===== config.mk =====
export PLATFORM = sky130hd
export DESIGN_NAME = axi_lite_demux_flat
export DESIGN_NICKNAME = d
export VERILOG_FILES = /design/src/rtl/axi_lite_demux_if.sv /design/src/rtl/axi_lite_demux.sv /design/src/flat_wrapper.sv
export SDC_FILE = /design/constraint.sdc
export NUM_CORES = 1
export LEC_CHECK = 0
export CAP_MARGIN = 15
export CORE_AREA = 4 4 281 283
export CTS_CLUSTER_DIAMETER = 40
export DETAILED_ROUTE_END_ITERATION = 8
export DIE_AREA = 0 0 285 287
export MAX_ROUTING_LAYER = met4
export PLACE_DENSITY = 0.43
export SYNTH_ARGS = -nofsm -noshare
export SYNTH_HDL_FRONTEND = slang
export SYNTH_SLANG_ARGS = --single-unit

===== constraint.sdc =====
create_clock -name aclk -period 10.2 [get_ports aclk]
set_input_delay 1.02 -clock aclk [delete_from_list [all_inputs] [get_ports aclk]]
set_output_delay 1.02 -clock aclk [all_outputs]
set_load 0.01 [all_outputs]

===== src/rtl/axi_lite_demux_if.sv =====
// Signal bundle for the 1-to-N AXI-Lite demux: the upstream s_* port plus the
// flattened per-slave m_* vectors. 'slave' is the demux view, 'master' the environment view.
`timescale 1ns/1ps
interface axi_lite_demux_if #(
    parameter int ADDR_WIDTH = 32,
    parameter int DATA_WIDTH = 32,
    parameter int NUM_SLAVES = 4
);
    logic [ADDR_WIDTH-1:0]            s_awaddr;
    logic                             s_awvalid;
    logic                             s_awready;
    logic [DATA_WIDTH-1:0]            s_wdata;
    logic                             s_wlast;
    logic                             s_wvalid;
    logic                             s_wready;
    logic [1:0]                       s_bresp;
    logic                             s_bvalid;
    logic                             s_bready;
    logic [ADDR_WIDTH-1:0]            s_araddr;
    logic                             s_arvalid;
    logic                             s_arready;
    logic [DATA_WIDTH-1:0]            s_rdata;
    logic [1:0]                       s_rresp;
    logic                             s_rlast;
    logic                             s_rvalid;
    logic                             s_rready;

    logic [NUM_SLAVES*ADDR_WIDTH-1:0] m_awaddr;
    logic [NUM_SLAVES*ADDR_WIDTH-1:0] m_araddr;
    logic [NUM_SLAVES*DATA_WIDTH-1:0] m_wdata;
    logic [NUM_SLAVES*DATA_WIDTH-1:0] m_rdata;
    logic [NUM_SLAVES-1:0]            m_awvalid;
    logic [NUM_SLAVES-1:0]            m_wvalid;
    logic [NUM_SLAVES-1:0]            m_wlast;
    logic [NUM_SLAVES-1:0]            m_bready;
    logic [NUM_SLAVES-1:0]            m_arvalid;
    logic [NUM_SLAVES-1:0]            m_rready;
    logic [NUM_SLAVES-1:0]            m_awready;
    logic [NUM_SLAVES-1:0]            m_wready;
    logic [NUM_SLAVES-1:0]            m_bvalid;
    logic [NUM_SLAVES-1:0]            m_arready;
    logic [NUM_SLAVES-1:0]            m_rvalid;
    logic [NUM_SLAVES*2-1:0]          m_bresp;
    logic [NUM_SLAVES*2-1:0]          m_rresp;

    modport slave (
        input  s_awaddr, s_awvalid, s_wdata, s_wlast, s_wvalid, s_bready,
               s_araddr, s_arvalid, s_rready,
        output s_awready, s_wready, s_bresp, s_bvalid,
               s_arready, s_rdata, s_rresp, s_rlast, s_rvalid,
        output m_awaddr, m_araddr, m_wdata, m_awvalid, m_wvalid, m_wlast,
               m_bready, m_arvalid, m_rready,
        input  m_rdata, m_awready, m_wready, m_bvalid, m_arready, m_rvalid,
               m_bresp, m_rresp
    );

    modport master (
        output s_awaddr, s_awvalid, s_wdata, s_wlast, s_wvalid, s_bready,
               s_araddr, s_arvalid, s_rready,
        input  s_awready, s_wready, s_bresp, s_bvalid,
               s_arready, s_rdata, s_rresp, s_rlast, s_rvalid,
        input  m_awaddr, m_araddr, m_wdata, m_awvalid, m_wvalid, m_wlast,
               m_bready, m_arvalid, m_rready,
        output m_rdata, m_awready, m_wready, m_bvalid, m_arready, m_rvalid,
               m_bresp, m_rresp
    );
endinterface


===== src/rtl/axi_lite_demux.sv =====
// 1-to-N AXI-Lite address demux with independent read/write FSMs and DECERR for holes.
// Optional response timeout (SLVERR) enabled by defining AXI_DEMUX_TIMEOUT_EN.
`timescale 1ns/1ps
module axi_lite_demux #(
    parameter int                    ADDR_WIDTH      = 32,
    parameter int                    DATA_WIDTH      = 32,
    parameter int                    NUM_SLAVES      = 4,
    parameter int                    SLAVE_ADDR_BITS = 12,
    parameter logic [ADDR_WIDTH-1:0] BASE_ADDR       = 'h4000_0000,
    parameter int                    TIMEOUT_CYCLES  = 256
) (
    input  logic              aclk,
    input  logic              areset,
    axi_lite_demux_if.slave   bus
);
    localparam int IDX_W = (NUM_SLAVES > 1) ? $clog2(NUM_SLAVES) : 1;

    typedef enum logic [2:0] {W_IDLE, W_FWD, W_RESP, W_ERR, W_OUT} wstate_t;
    typedef enum logic [2:0] {R_IDLE, R_FWD, R_RESP, R_ERR, R_OUT} rstate_t;

    function automatic logic addr_hit(input logic [ADDR_WIDTH-1:0] addr);
        logic [ADDR_WIDTH-1:0] slot;
        slot = (addr - BASE_ADDR) >> SLAVE_ADDR_BITS;
        return (addr >= BASE_ADDR) && (slot < ADDR_WIDTH'(NUM_SLAVES));
    endfunction

    function automatic logic [IDX_W-1:0] addr_idx(input logic [ADDR_WIDTH-1:0] addr);
        logic [ADDR_WIDTH-1:0] slot;
        slot = (addr - BASE_ADDR) >> SLAVE_ADDR_BITS;
        return slot[IDX_W-1:0];
    endfunction

    wstate_t               wstate_q, wstate_d;
    logic [ADDR_WIDTH-1:0] awaddr_q, awaddr_d;
    logic [DATA_WIDTH-1:0] wdata_q, wdata_d;
    logic [IDX_W-1:0]      widx_q, widx_d;
    logic                  aw_done_q, aw_done_d, w_done_q, w_done_d;
    logic                  bvalid_q, bvalid_d;
    logic [1:0]            bresp_q, bresp_d;

    rstate_t               rstate_q, rstate_d;
    logic [ADDR_WIDTH-1:0] araddr_q, araddr_d;
    logic [IDX_W-1:0]      ridx_q, ridx_d;
    logic                  ar_done_q, ar_done_d;
    logic                  rvalid_q, rvalid_d;
    logic [1:0]            rresp_q, rresp_d;
    logic [DATA_WIDTH-1:0] rdata_q, rdata_d;

    logic                  w_accept, r_accept, w_to, r_to;
    logic                  aw_fin, w_fin, ar_fin;
    logic [NUM_SLAVES-1:0] m_awvalid_c, m_wvalid_c, m_wlast_c, m_bready_c;
    logic [NUM_SLAVES-1:0] m_arvalid_c, m_rready_c;
    logic [1:0]            m_bresp_a [NUM_SLAVES];
    logic [1:0]            m_rresp_a [NUM_SLAVES];
    logic [DATA_WIDTH-1:0] m_rdata_a [NUM_SLAVES];
    logic                  unused_sig;

    // Addresses and write data are broadcast; only the valids select a slave.
    for (genvar gi = 0; gi < NUM_SLAVES; gi++) begin : g_slave
        assign bus.m_awaddr[gi*ADDR_WIDTH +: ADDR_WIDTH] = awaddr_q;
        assign bus.m_araddr[gi*ADDR_WIDTH +: ADDR_WIDTH] = araddr_q;
        assign bus.m_wdata[gi*DATA_WIDTH +: DATA_WIDTH]  = wdata_q;
        assign m_bresp_a[gi] = bus.m_bresp[gi*2 +: 2];
        assign m_rresp_a[gi] = bus.m_rresp[gi*2 +: 2];
        assign m_rdata_a[gi] = bus.m_rdata[gi*DATA_WIDTH +: DATA_WIDTH];
    end

    assign w_accept      = (wstate_q == W_IDLE) && bus.s_awvalid && bus.s_wvalid;
    assign r_accept      = (rstate_q == R_IDLE) && bus.s_arvalid;
    assign bus.s_awready = w_accept;
    assign bus.s_wready  = w_accept;
    assign bus.s_arready = r_accept;
    assign bus.s_bvalid  = bvalid_q;
    assign bus.s_bresp   = bresp_q;
    assign bus.s_rvalid  = rvalid_q;
    assign bus.s_rresp   = rresp_q;
    assign bus.s_rdata   = rdata_q;
    assign bus.s_rlast   = rvalid_q;
    assign bus.m_awvalid = m_awvalid_c;
    assign bus.m_wvalid  = m_wvalid_c;
    assign bus.m_wlast   = m_wlast_c;
    assign bus.m_bready  = m_bready_c;
    assign bus.m_arvalid = m_arvalid_c;
    assign bus.m_rready  = m_rready_c;

`ifdef AXI_DEMUX_TIMEOUT_EN
    logic [15:0] wcnt_q, rcnt_q;

    // Counters restart on every state change so each phase gets the full budget.
    always_ff @(posedge aclk or posedge areset) begin
        if (areset) begin
            wcnt_q <= '0;
            rcnt_q <= '0;
        end else begin
            if (wstate_d != wstate_q)
                wcnt_q <= '0;
            else if (wstate_q == W_FWD || wstate_q == W_RESP)
                wcnt_q <= wcnt_q + 16'd1;
            if (rstate_d != rstate_q)
                rcnt_q <= '0;
            else if (rstate_q == R_FWD || rstate_q == R_RESP)
                rcnt_q <= rcnt_q + 16'd1;
        end
    end

    assign w_to = (wstate_q == W_FWD || wstate_q == W_RESP) && (wcnt_q >= 16'(TIMEOUT_CYCLES));
    assign r_to = (rstate_q == R_FWD || rstate_q == R_RESP) && (rcnt_q >= 16'(TIMEOUT_CYCLES));
    assign unused_sig = bus.s_wlast;
`else
    assign w_to = 1'b0;
    assign r_to = 1'b0;
    assign unused_sig = bus.s_wlast ^ (^32'(TIMEOUT_CYCLES));
`endif

    assign aw_fin = aw_done_q | bus.m_awready[widx_q];
    assign w_fin  = w_done_q  | bus.m_wready[widx_q];
    assign ar_fin = ar_done_q | bus.m_arready[ridx_q];

    always_comb begin
        wstate_d    = wstate_q;
        awaddr_d    = awaddr_q;
        wdata_d     = wdata_q;
        widx_d      = widx_q;
        aw_done_d   = aw_done_q;
        w_done_d    = w_done_q;
        bvalid_d    = bvalid_q;
        bresp_d     = bresp_q;
        m_awvalid_c = '0;
        m_wvalid_c  = '0;
        m_wlast_c   = '0;
        m_bready_c  = '0;
        case (wstate_q)
            W_IDLE: if (w_accept) begin
                awaddr_d  = bus.s_awaddr;
                wdata_d   = bus.s_wdata;
                widx_d    = addr_idx(bus.s_awaddr);
                aw_done_d = 1'b0;
                w_done_d  = 1'b0;
                if (addr_hit(bus.s_awaddr)) begin
                    wstate_d = W_FWD;
                end else begin
                    wstate_d = W_ERR;
                    bvalid_d = 1'b1;
                    bresp_d  = 2'b11;
                end
            end
            W_FWD: if (w_to) begin
                wstate_d = W_OUT;
                bvalid_d = 1'b1;
                bresp_d  = 2'b10;
            end else begin
                m_awvalid_c[widx_q] = ~aw_done_q;
                m_wvalid_c[widx_q]  = ~w_done_q;
                m_wlast_c[widx_q]   = 1'b1;
                aw_done_d = aw_fin;
                w_done_d  = w_fin;
                // A zero-wait slave may answer in the same cycle both handshakes finish.
                if (aw_fin && w_fin) begin
                    m_bready_c[widx_q] = 1'b1;
                    if (bus.m_bvalid[widx_q]) begin
                        wstate_d = W_OUT;
                        bvalid_d = 1'b1;
                        bresp_d  = m_bresp_a[widx_q];
                    end else begin
                        wstate_d = W_RESP;
                    end
                end
            end
            W_RESP: if (w_to) begin
                wstate_d = W_OUT;
                bvalid_d = 1'b1;
                bresp_d  = 2'b10;
            end else begin
                m_bready_c[widx_q] = 1'b1;
                if (bus.m_bvalid[widx_q]) begin
                    wstate_d = W_OUT;
                    bvalid_d = 1'b1;
                    bresp_d  = m_bresp_a[widx_q];
                end
            end
            W_ERR, W_OUT: begin
                if (bus.s_bready) begin
                    wstate_d = W_IDLE;
                    bvalid_d = 1'b0;
                end else begin
                    wstate_d = W_OUT;
                end
            end
            default: wstate_d = W_IDLE;
        endcase
    end

    always_comb begin
        rstate_d    = rstate_q;
        araddr_d    = araddr_q;
        ridx_d      = ridx_q;
        ar_done_d   = ar_done_q;
        rvalid_d    = rvalid_q;
        rresp_d     = rresp_q;
        rdata_d     = rdata_q;
        m_arvalid_c = '0;
        m_rready_c  = '0;
        case (rstate_q)
            R_IDLE: if (r_accept) begin
                araddr_d  = bus.s_araddr;
                ridx_d    = addr_idx(bus.s_araddr);
                ar_done_d = 1'b0;
                if (addr_hit(bus.s_araddr)) begin
                    rstate_d = R_FWD;
                end else begin
                    rstate_d = R_ERR;
                    rvalid_d = 1'b1;
                    rresp_d  = 2'b11;
                    rdata_d  = '0;
                end
            end
            R_FWD: if (r_to) begin
                rstate_d = R_OUT;
                rvalid_d = 1'b1;
                rresp_d  = 2'b10;
                rdata_d  = '0;
            end else begin
                m_arvalid_c[ridx_q] = ~ar_done_q;
                ar_done_d = ar_fin;
                if (ar_fin) begin
                    m_rready_c[ridx_q] = 1'b1;
                    if (bus.m_rvalid[ridx_q]) begin
                        rstate_d = R_OUT;
                        rvalid_d = 1'b1;
                        rresp_d  = m_rresp_a[ridx_q];
                        rdata_d  = m_rdata_a[ridx_q];
                    end else begin
                        rstate_d = R_RESP;
                    end
                end
            end
            R_RESP: if (r_to) begin
                rstate_d = R_OUT;
                rvalid_d = 1'b1;
                rresp_d  = 2'b10;
                rdata_d  = '0;
            end else begin
                m_rready_c[ridx_q] = 1'b1;
                if (bus.m_rvalid[ridx_q]) begin
                    rstate_d = R_OUT;
                    rvalid_d = 1'b1;
                    rresp_d  = m_rresp_a[ridx_q];
                    rdata_d  = m_rdata_a[ridx_q];
                end
            end
            R_ERR, R_OUT: begin
                if (bus.s_rready) begin
                    rstate_d = R_IDLE;
                    rvalid_d = 1'b0;
                end else begin
                    rstate_d = R_OUT;
                end
            end
            default: rstate_d = R_IDLE;
        endcase
    end

    always_ff @(posedge aclk or posedge areset) begin
        if (areset) begin
            wstate_q  <= W_IDLE;
            awaddr_q  <= '0;
            wdata_q   <= '0;
            widx_q    <= '0;
            aw_done_q <= 1'b0;
            w_done_q  <= 1'b0;
            bvalid_q  <= 1'b0;
            bresp_q   <= 2'b00;
            rstate_q  <= R_IDLE;
            araddr_q  <= '0;
            ridx_q    <= '0;
            ar_done_q <= 1'b0;
            rvalid_q  <= 1'b0;
            rresp_q   <= 2'b00;
            rdata_q   <= '0;
        end else begin
            wstate_q  <= wstate_d;
            awaddr_q  <= awaddr_d;
            wdata_q   <= wdata_d;
            widx_q    <= widx_d;
            aw_done_q <= aw_done_d;
            w_done_q  <= w_done_d;
            bvalid_q  <= bvalid_d;
            bresp_q   <= bresp_d;
            rstate_q  <= rstate_d;
            araddr_q  <= araddr_d;
            ridx_q    <= ridx_d;
            ar_done_q <= ar_done_d;
            rvalid_q  <= rvalid_d;
            rresp_q   <= rresp_d;
            rdata_q   <= rdata_d;
        end
    end
endmodule


===== src/flat_wrapper.sv =====
// flat-port wrapper written by rule: the top's interface ports become plain ports
module axi_lite_demux_flat 
#(
    parameter int                    ADDR_WIDTH      = 32,
    parameter int                    DATA_WIDTH      = 32,
    parameter int                    NUM_SLAVES      = 4,
    parameter int                    SLAVE_ADDR_BITS = 12,
    parameter logic [ADDR_WIDTH-1:0] BASE_ADDR       = 'h4000_0000,
    parameter int                    TIMEOUT_CYCLES  = 256
)
  (aclk, areset, bus_s_awaddr, bus_s_awvalid, bus_s_wdata, bus_s_wlast, bus_s_wvalid, bus_s_bready, bus_s_araddr, bus_s_arvalid, bus_s_rready, bus_s_awready, bus_s_wready, bus_s_bresp, bus_s_bvalid, bus_s_arready, bus_s_rdata, bus_s_rresp, bus_s_rlast, bus_s_rvalid, bus_m_awaddr, bus_m_araddr, bus_m_wdata, bus_m_awvalid, bus_m_wvalid, bus_m_wlast, bus_m_bready, bus_m_arvalid, bus_m_rready, bus_m_rdata, bus_m_awready, bus_m_wready, bus_m_bvalid, bus_m_arready, bus_m_rvalid, bus_m_bresp, bus_m_rresp);
  axi_lite_demux_if #(.ADDR_WIDTH(ADDR_WIDTH), .DATA_WIDTH(DATA_WIDTH), .NUM_SLAVES(NUM_SLAVES)) bus_i ();
  input  logic aclk;
  input  logic areset;
  input wire logic [$bits(bus_i.s_awaddr)-1:0] bus_s_awaddr;
  input wire logic [$bits(bus_i.s_awvalid)-1:0] bus_s_awvalid;
  input wire logic [$bits(bus_i.s_wdata)-1:0] bus_s_wdata;
  input wire logic [$bits(bus_i.s_wlast)-1:0] bus_s_wlast;
  input wire logic [$bits(bus_i.s_wvalid)-1:0] bus_s_wvalid;
  input wire logic [$bits(bus_i.s_bready)-1:0] bus_s_bready;
  input wire logic [$bits(bus_i.s_araddr)-1:0] bus_s_araddr;
  input wire logic [$bits(bus_i.s_arvalid)-1:0] bus_s_arvalid;
  input wire logic [$bits(bus_i.s_rready)-1:0] bus_s_rready;
  output wire logic [$bits(bus_i.s_awready)-1:0] bus_s_awready;
  output wire logic [$bits(bus_i.s_wready)-1:0] bus_s_wready;
  output wire logic [$bits(bus_i.s_bresp)-1:0] bus_s_bresp;
  output wire logic [$bits(bus_i.s_bvalid)-1:0] bus_s_bvalid;
  output wire logic [$bits(bus_i.s_arready)-1:0] bus_s_arready;
  output wire logic [$bits(bus_i.s_rdata)-1:0] bus_s_rdata;
  output wire logic [$bits(bus_i.s_rresp)-1:0] bus_s_rresp;
  output wire logic [$bits(bus_i.s_rlast)-1:0] bus_s_rlast;
  output wire logic [$bits(bus_i.s_rvalid)-1:0] bus_s_rvalid;
  output wire logic [$bits(bus_i.m_awaddr)-1:0] bus_m_awaddr;
  output wire logic [$bits(bus_i.m_araddr)-1:0] bus_m_araddr;
  output wire logic [$bits(bus_i.m_wdata)-1:0] bus_m_wdata;
  output wire logic [$bits(bus_i.m_awvalid)-1:0] bus_m_awvalid;
  output wire logic [$bits(bus_i.m_wvalid)-1:0] bus_m_wvalid;
  output wire logic [$bits(bus_i.m_wlast)-1:0] bus_m_wlast;
  output wire logic [$bits(bus_i.m_bready)-1:0] bus_m_bready;
  output wire logic [$bits(bus_i.m_arvalid)-1:0] bus_m_arvalid;
  output wire logic [$bits(bus_i.m_rready)-1:0] bus_m_rready;
  input wire logic [$bits(bus_i.m_rdata)-1:0] bus_m_rdata;
  input wire logic [$bits(bus_i.m_awready)-1:0] bus_m_awready;
  input wire logic [$bits(bus_i.m_wready)-1:0] bus_m_wready;
  input wire logic [$bits(bus_i.m_bvalid)-1:0] bus_m_bvalid;
  input wire logic [$bits(bus_i.m_arready)-1:0] bus_m_arready;
  input wire logic [$bits(bus_i.m_rvalid)-1:0] bus_m_rvalid;
  input wire logic [$bits(bus_i.m_bresp)-1:0] bus_m_bresp;
  input wire logic [$bits(bus_i.m_rresp)-1:0] bus_m_rresp;
  assign bus_i.s_awaddr = bus_s_awaddr;
  assign bus_i.s_awvalid = bus_s_awvalid;
  assign bus_i.s_wdata = bus_s_wdata;
  assign bus_i.s_wlast = bus_s_wlast;
  assign bus_i.s_wvalid = bus_s_wvalid;
  assign bus_i.s_bready = bus_s_bready;
  assign bus_i.s_araddr = bus_s_araddr;
  assign bus_i.s_arvalid = bus_s_arvalid;
  assign bus_i.s_rready = bus_s_rready;
  assign bus_s_awready = bus_i.s_awready;
  assign bus_s_wready = bus_i.s_wready;
  assign bus_s_bresp = bus_i.s_bresp;
  assign bus_s_bvalid = bus_i.s_bvalid;
  assign bus_s_arready = bus_i.s_arready;
  assign bus_s_rdata = bus_i.s_rdata;
  assign bus_s_rresp = bus_i.s_rresp;
  assign bus_s_rlast = bus_i.s_rlast;
  assign bus_s_rvalid = bus_i.s_rvalid;
  assign bus_m_awaddr = bus_i.m_awaddr;
  assign bus_m_araddr = bus_i.m_araddr;
  assign bus_m_wdata = bus_i.m_wdata;
  assign bus_m_awvalid = bus_i.m_awvalid;
  assign bus_m_wvalid = bus_i.m_wvalid;
  assign bus_m_wlast = bus_i.m_wlast;
  assign bus_m_bready = bus_i.m_bready;
  assign bus_m_arvalid = bus_i.m_arvalid;
  assign bus_m_rready = bus_i.m_rready;
  assign bus_i.m_rdata = bus_m_rdata;
  assign bus_i.m_awready = bus_m_awready;
  assign bus_i.m_wready = bus_m_wready;
  assign bus_i.m_bvalid = bus_m_bvalid;
  assign bus_i.m_arready = bus_m_arready;
  assign bus_i.m_rvalid = bus_m_rvalid;
  assign bus_i.m_bresp = bus_m_bresp;
  assign bus_i.m_rresp = bus_m_rresp;
  axi_lite_demux #(.ADDR_WIDTH(ADDR_WIDTH), .DATA_WIDTH(DATA_WIDTH), .NUM_SLAVES(NUM_SLAVES), .SLAVE_ADDR_BITS(SLAVE_ADDR_BITS), .BASE_ADDR(BASE_ADDR), .TIMEOUT_CYCLES(TIMEOUT_CYCLES)) u_core (.aclk(aclk), .areset(areset), .bus(bus_i));
endmodule

-- Word level (Yosys, flattened, before mapping)
Index checks and enable logic that the tools add are counted.
- flip-flop bits (word level): 147
- bits of input ports: 268
- output and inout bits: 450
- logic and storage cells: 161
- $add $sub $neg: 2
- order comparisons: 10
- eq/ne operators: 18
- muxes and demuxes: 77
- bitwise logic cells: 11
- reduce and logical (&&, ||, !) cells: 28
- operators by type and width (cell ; number):
    $mux 32 ; 6
    $pmux 32 s3 ; 1
    $bmux 32 s2 ; 1
    $ge 32x31->1 const B ; 2
    $sub 32x31->32 const B ; 2
    $lt 20x3->1 const B ; 2
    $mux 3 ; 10
    $mux 2 ; 14
    $mux 4 ; 6
    $pmux 3 s4 ; 2
    $mux 1 ; 19
    $pmux 4 s2 ; 2
    $and 4x4->4 ; 3
    $eq 3x2->1 const B ; 4
    $ne 2x2->1 const B ; 6
    $pmux 2 s3 ; 2
    $bmux 1 s2 ; 5
    $reduce_and 5->1 ; 2
    $bmux 2 s2 ; 2
    $logic_and 1x1->1 ; 8
    $ne 2x1->1 const B ; 4
    $pmux 1 s4 ; 2
    $reduce_and 2->1 ; 4
    $reduce_and 4->1 ; 2
    other kinds (16) ; 35

-- Logic depth before layout (Yosys ltp)
- word-level depth: 7
- mapped depth: 8
- depth with buffers taken out: 5

-- Worst setup path before layout
Ideal clock, no wire load.
- path kind: input port to output port
- from: in bus_m_wready[1]
- to: out bus_m_bready[0]
- arrival: 2.234 ns
- required time: 9.180 ns
- path slack: 6.946 ns
- stages: 4
- path buffers: 0
- cells stage by stage: mux2_2 o22ai_1 or2_2 a2111oi_0
- cells in the longest elaborated chain, start to end: 6
- RTL lines (what ; RTL line ; RTL):
    from (decl) ; flat_wrapper.sv:44 ; input wire logic [$bits(bus_i.m_wready)-1:0] bus_m_wready;
    $bmux 1 s2 ; axi_lite_demux.sv:116 ; assign w_fin = w_done_q | bus.m_wready[widx_q];
    $mux 1 (not written as such) ; axi_lite_demux.sv:116 ;
    $or 1x1->1 ; axi_lite_demux.sv:116 ;
    $logic_and 1x1->1 ; axi_lite_demux.sv:158 ; if (aw_fin && w_fin) begin
    $mux 4 ; axi_lite_demux.sv:158 ;
    $pmux 4 s2 ; axi_lite_demux.sv:132 ; case (wstate_q)
    to (decl) ; flat_wrapper.sv:39 ; output wire logic [$bits(bus_i.m_bready)-1:0] bus_m_bready;
Every way passes these cells. The select of a mux whose other input is x is not followed.

-- Worst setup path after layout
- from: in bus_m_arready[2]
- to: out bus_m_rready[1]
- cells in the longest elaborated chain, start to end: 5
- RTL lines (what ; RTL line ; RTL):
    from (decl) ; flat_wrapper.sv:46 ; input wire logic [$bits(bus_i.m_arready)-1:0] bus_m_arready;
    $bmux 1 s2 ; axi_lite_demux.sv:117 ; assign ar_fin = ar_done_q | bus.m_arready[ridx_q];
    $mux 1 (not written as such) ; axi_lite_demux.sv:117 ;
    $or 1x1->1 ; axi_lite_demux.sv:117 ;
    $mux 4 ; axi_lite_demux.sv:225 ; if (ar_fin) begin
    $pmux 4 s2 ; axi_lite_demux.sv:203 ; case (rstate_q)
    to (decl) ; flat_wrapper.sv:41 ; output wire logic [$bits(bus_i.m_rready)-1:0] bus_m_rready;
Every way passes these cells. The select of a mux whose other input is x is not followed.

==> metrics.md <==
| Metric | Value |
|---|---|
| Post-synth ARST share | 100.0% |
| Reg2reg setup slack | around 7.3 ns |
| CTS tree | built |
| Final min period | 4.217 ns |
| Global-route wire length before repair | 52,560 um |
| Critical Path End Type | output pin |
| Max VDD drop | between 0.0001 and 0.00015 V |
| Critical R2R Launch | u_core.wstate_q[2] |
| Clock sinks | around 140 |
| Post-Synthesis Cells | 801 |
| Starting DRT DRC Count | 191 |
| H-tree depth | 4 |
| Routed WL | around 37,000 um |
| CP Max Fanout | 6 |
| Vias post-DR | about 7,400 |
| Die width | 285 um |
| CP max stage delay | 0.68 ns |
| Cells on worst reg2reg path | 4 |
| Post-route ant nets | 0 |
| Post-synth top cells | buf_4, dfrtp_1, mux2_2 |
| Max_slew headroom | 43.39% |
| Top cells by area, synth | dfrtp_1, buf_4, mux2_2 |
| Seq cells post-synth | 143 |
| Total grt overflow | 0 |
| Top_reg_cell synth | dfrtp_1 |
| Hold buffer count at cts | 0 |
| DR vias/cell | 3.261 |
| Core Area | 76,700 um^2 |
| Tightest Pin Transition | 0.8492 ns |
| Syn Nets | about 1,100 |
| Clock root buffer | clkbuf_16 |
| Crit path from | bus_m_arready[2] |
| Final-stage net count | approximately 1,500 |
| Final hold viol count | 0 |
| Worst path required time | 9.18 ns |
| Worst Skew | around 0.014 ns |
| Total power | 4.975 mW |
| Status | complete, no violations |
| Layout area overhead | 73.92% |
| Cell count of the worst hold path | 1 |
| CTS clk-pin slew, worst paths | 0.06 ns |
| Yosys top cell area share | 39.24% |
| RSZ-0062 raised after global routing | no |
| Post-route clock period utilization | 41.34% |
| Setup-failing EPs final | 0 |
| Die Y | around 290 um |
| Crit-path slowest cell | a31oi_1 |
| WP buf/inv | 2 |
| Starting Density | 11.89% |
| # rows | 102 |
| Worst min path class | reg -> reg |
| Clock insertion delay at the later pin of the skew report | approximately 0.46 ns |
| Delay-heaviest family, CP | buffers and inverters |
| Pre-antenna DRT Iters | 4 |
| Hold EP | u_core.bus.s_rdata[29] |
| Maximum clock frequency | between 200 and 250 MHz |
| Cell accounting for the most synthesized area | dfrtp_1 |
| Initial antenna violation count | 1 |
| Post-CTS setup buffers | 0 |
| Num CTS Buffers | 17 |
| Register area share after synthesis | 39.24% |
| Io pins | 718 |
| Final max-slew violation count | 0 |
| P_leak | 5.949 nW |
| Number of global-route vias before repair | ~8,000 |
| Layout cells sized above 1 | 15.12% |
| WP data arrival | 3.20 ns |
| Max Root-Sink Buffers | 2 |
| Reg-to-reg endpoint | u_core.wdata_q[11] |
| Pwr dens | 313.6 nW/um^2 |
| All-Layer GR Usage | 8.939% |
| CP most frequent cell | clkdlybuf4s50_1 |
| Final HPWL DP | 30,060 um |
| CP Class | in -> out |
| IO Port Bufs | 716 |
| Final weighted congestion in routability-driven placement | about 0.75 |
| Average size of a mapped cell | 11.39 um^2 |
| Max Cap Violations | 0 |
| Post-CTS Resized | 0 |
| Residual DRC | 0 |
| Number of synthesized flops with an enable pin | 0 |
| CP Launch Type | input port |
| Setup TNS Final | 0 ns |
| Largest net degree at the start of global routing | 56 |
| Yosys cell types | 44 |
| Die footprint | 81,800 um^2 |
| Wire length per cell | 16.34 um |
| Hold_sp | u_core.bus.s_rdata[29] |
| Most common cell in the netlist | buf_4 |
| CP cell instances | clkdlybuf4s50_1, mux2i_1, a22oi_2, a31oi_1, nor2_1, clkdlybuf4s50_1 |
| Netlist Area Pre-Place | 9120 um^2 |
| Synth warn | 0 |
## layer usage
metal / up-vias / global-route usage (%) / routed length, um
met5: - / - / 0
met4: 0 / 3.569 / 875
met3: 29 / 3.029 / 3073
met2: 432 / 15.91 / 19570
met1: 3605 / 9.057 / 13600
li1: 3340 / - / -
## where the power goes
group	internal (mW)	switching, mW
Combinational	1.92	1.22
Sequential	0.820	0.390
Clock	0.354	0.271
Total	3.10	1.88
## worst reg2reg max path, cell delays in order (launching register included)
cell     delay, ns
dfrtp_1       0.57
nor3_1        0.35
nor2b_4       0.62
buf_4         0.69
mux2_2        0.55
## how the worst max path moves through the flow
| stage | endpoint | slack, ns | cells past startpoint |
|---|---|---|---|
| final | bus_m_rready[1] | 5.98 | 6 |
| after CTS | bus_m_rready[3] | 5.88 | 6 |
| after global placement | bus_m_rready[1] | 5.90 | 6 |
| after detailed placement | bus_m_rready[0] | 5.88 | 6 |
| after floorplan | u_core.ar_done_q | 5.34 | 1 |
| after global routing | bus_m_rready[0] | 5.74 | 6 |
## final cells by class
cell class,instances,area (um^2)
diodes,1,2.502
clock buffers,23,478.0
clock inverters,8,81.33
fillers,8278,60840
inverters,21,83.83
multi-input cells,311,3107
flip-flops and latches,143,3581
well taps,1040,1301
repair buffers,724,7227
## cell usage in the layout (no fill, tap or decap), types with 9 or more instances in the layout
master / synthesis / routed
a22o_1: 34 / 34
nand2b_1: 9 / 9
clkbuf_16: 0 / 17
inv_1: 21 / 20
mux4_2: 38 / 38
nor2_1: 31 / 30
nand2_1: 15 / 14
clkdlybuf4s50_1: 0 / 716
dfrtp_1: 143 / 141
mux2_2: 101 / 101
## state kept, by name, indices dropped and copies added, names as in the netlist
name / cells
u_core.bus.s_rresp: 2
u_core.aw_done_q: 1
u_core.ar_done_q: 1
u_core.wstate_q: 3
u_core.rstate_q: 3
u_core.bus.s_rlast: 1
u_core.awaddr_q: 31
u_core.w_done_q: 1
u_core.bus.s_bvalid: 1
u_core.bus.s_bresp: 2
u_core.widx_q: 1
u_core.bus.s_rdata: 32
u_core.wdata_q: 32
u_core.araddr_q: 32
## stage by stage
stage                     instances  utilization [%]  worst slack (ns)  area, um^2  hold slack [ns]
after detailed placement       2239            19.95             5.880       15300           0.4919
after global placement         2239            19.95             5.898       15300           0.4832
final                          2271            20.68             5.983       15860           0.5025
after floorplan                 801                -             5.342        9120           0.5040
after global routing           2271            20.68             5.744       15860           0.5260
after CTS                      2270            20.68             5.881       15860           0.5102
## logic make-up after synthesis
family | count (synthesis) | share of synthesized area, %
buf+inv | 347 | 26.83
flops | 143 | 39.24
mux | 142 | 22.18
simple gates | 90 | 4.898
compound gates | 78 | 6.736
fa+ha+maj | 1 | 0.1098
No activity file was read; power rests on OpenSTA's default activity.
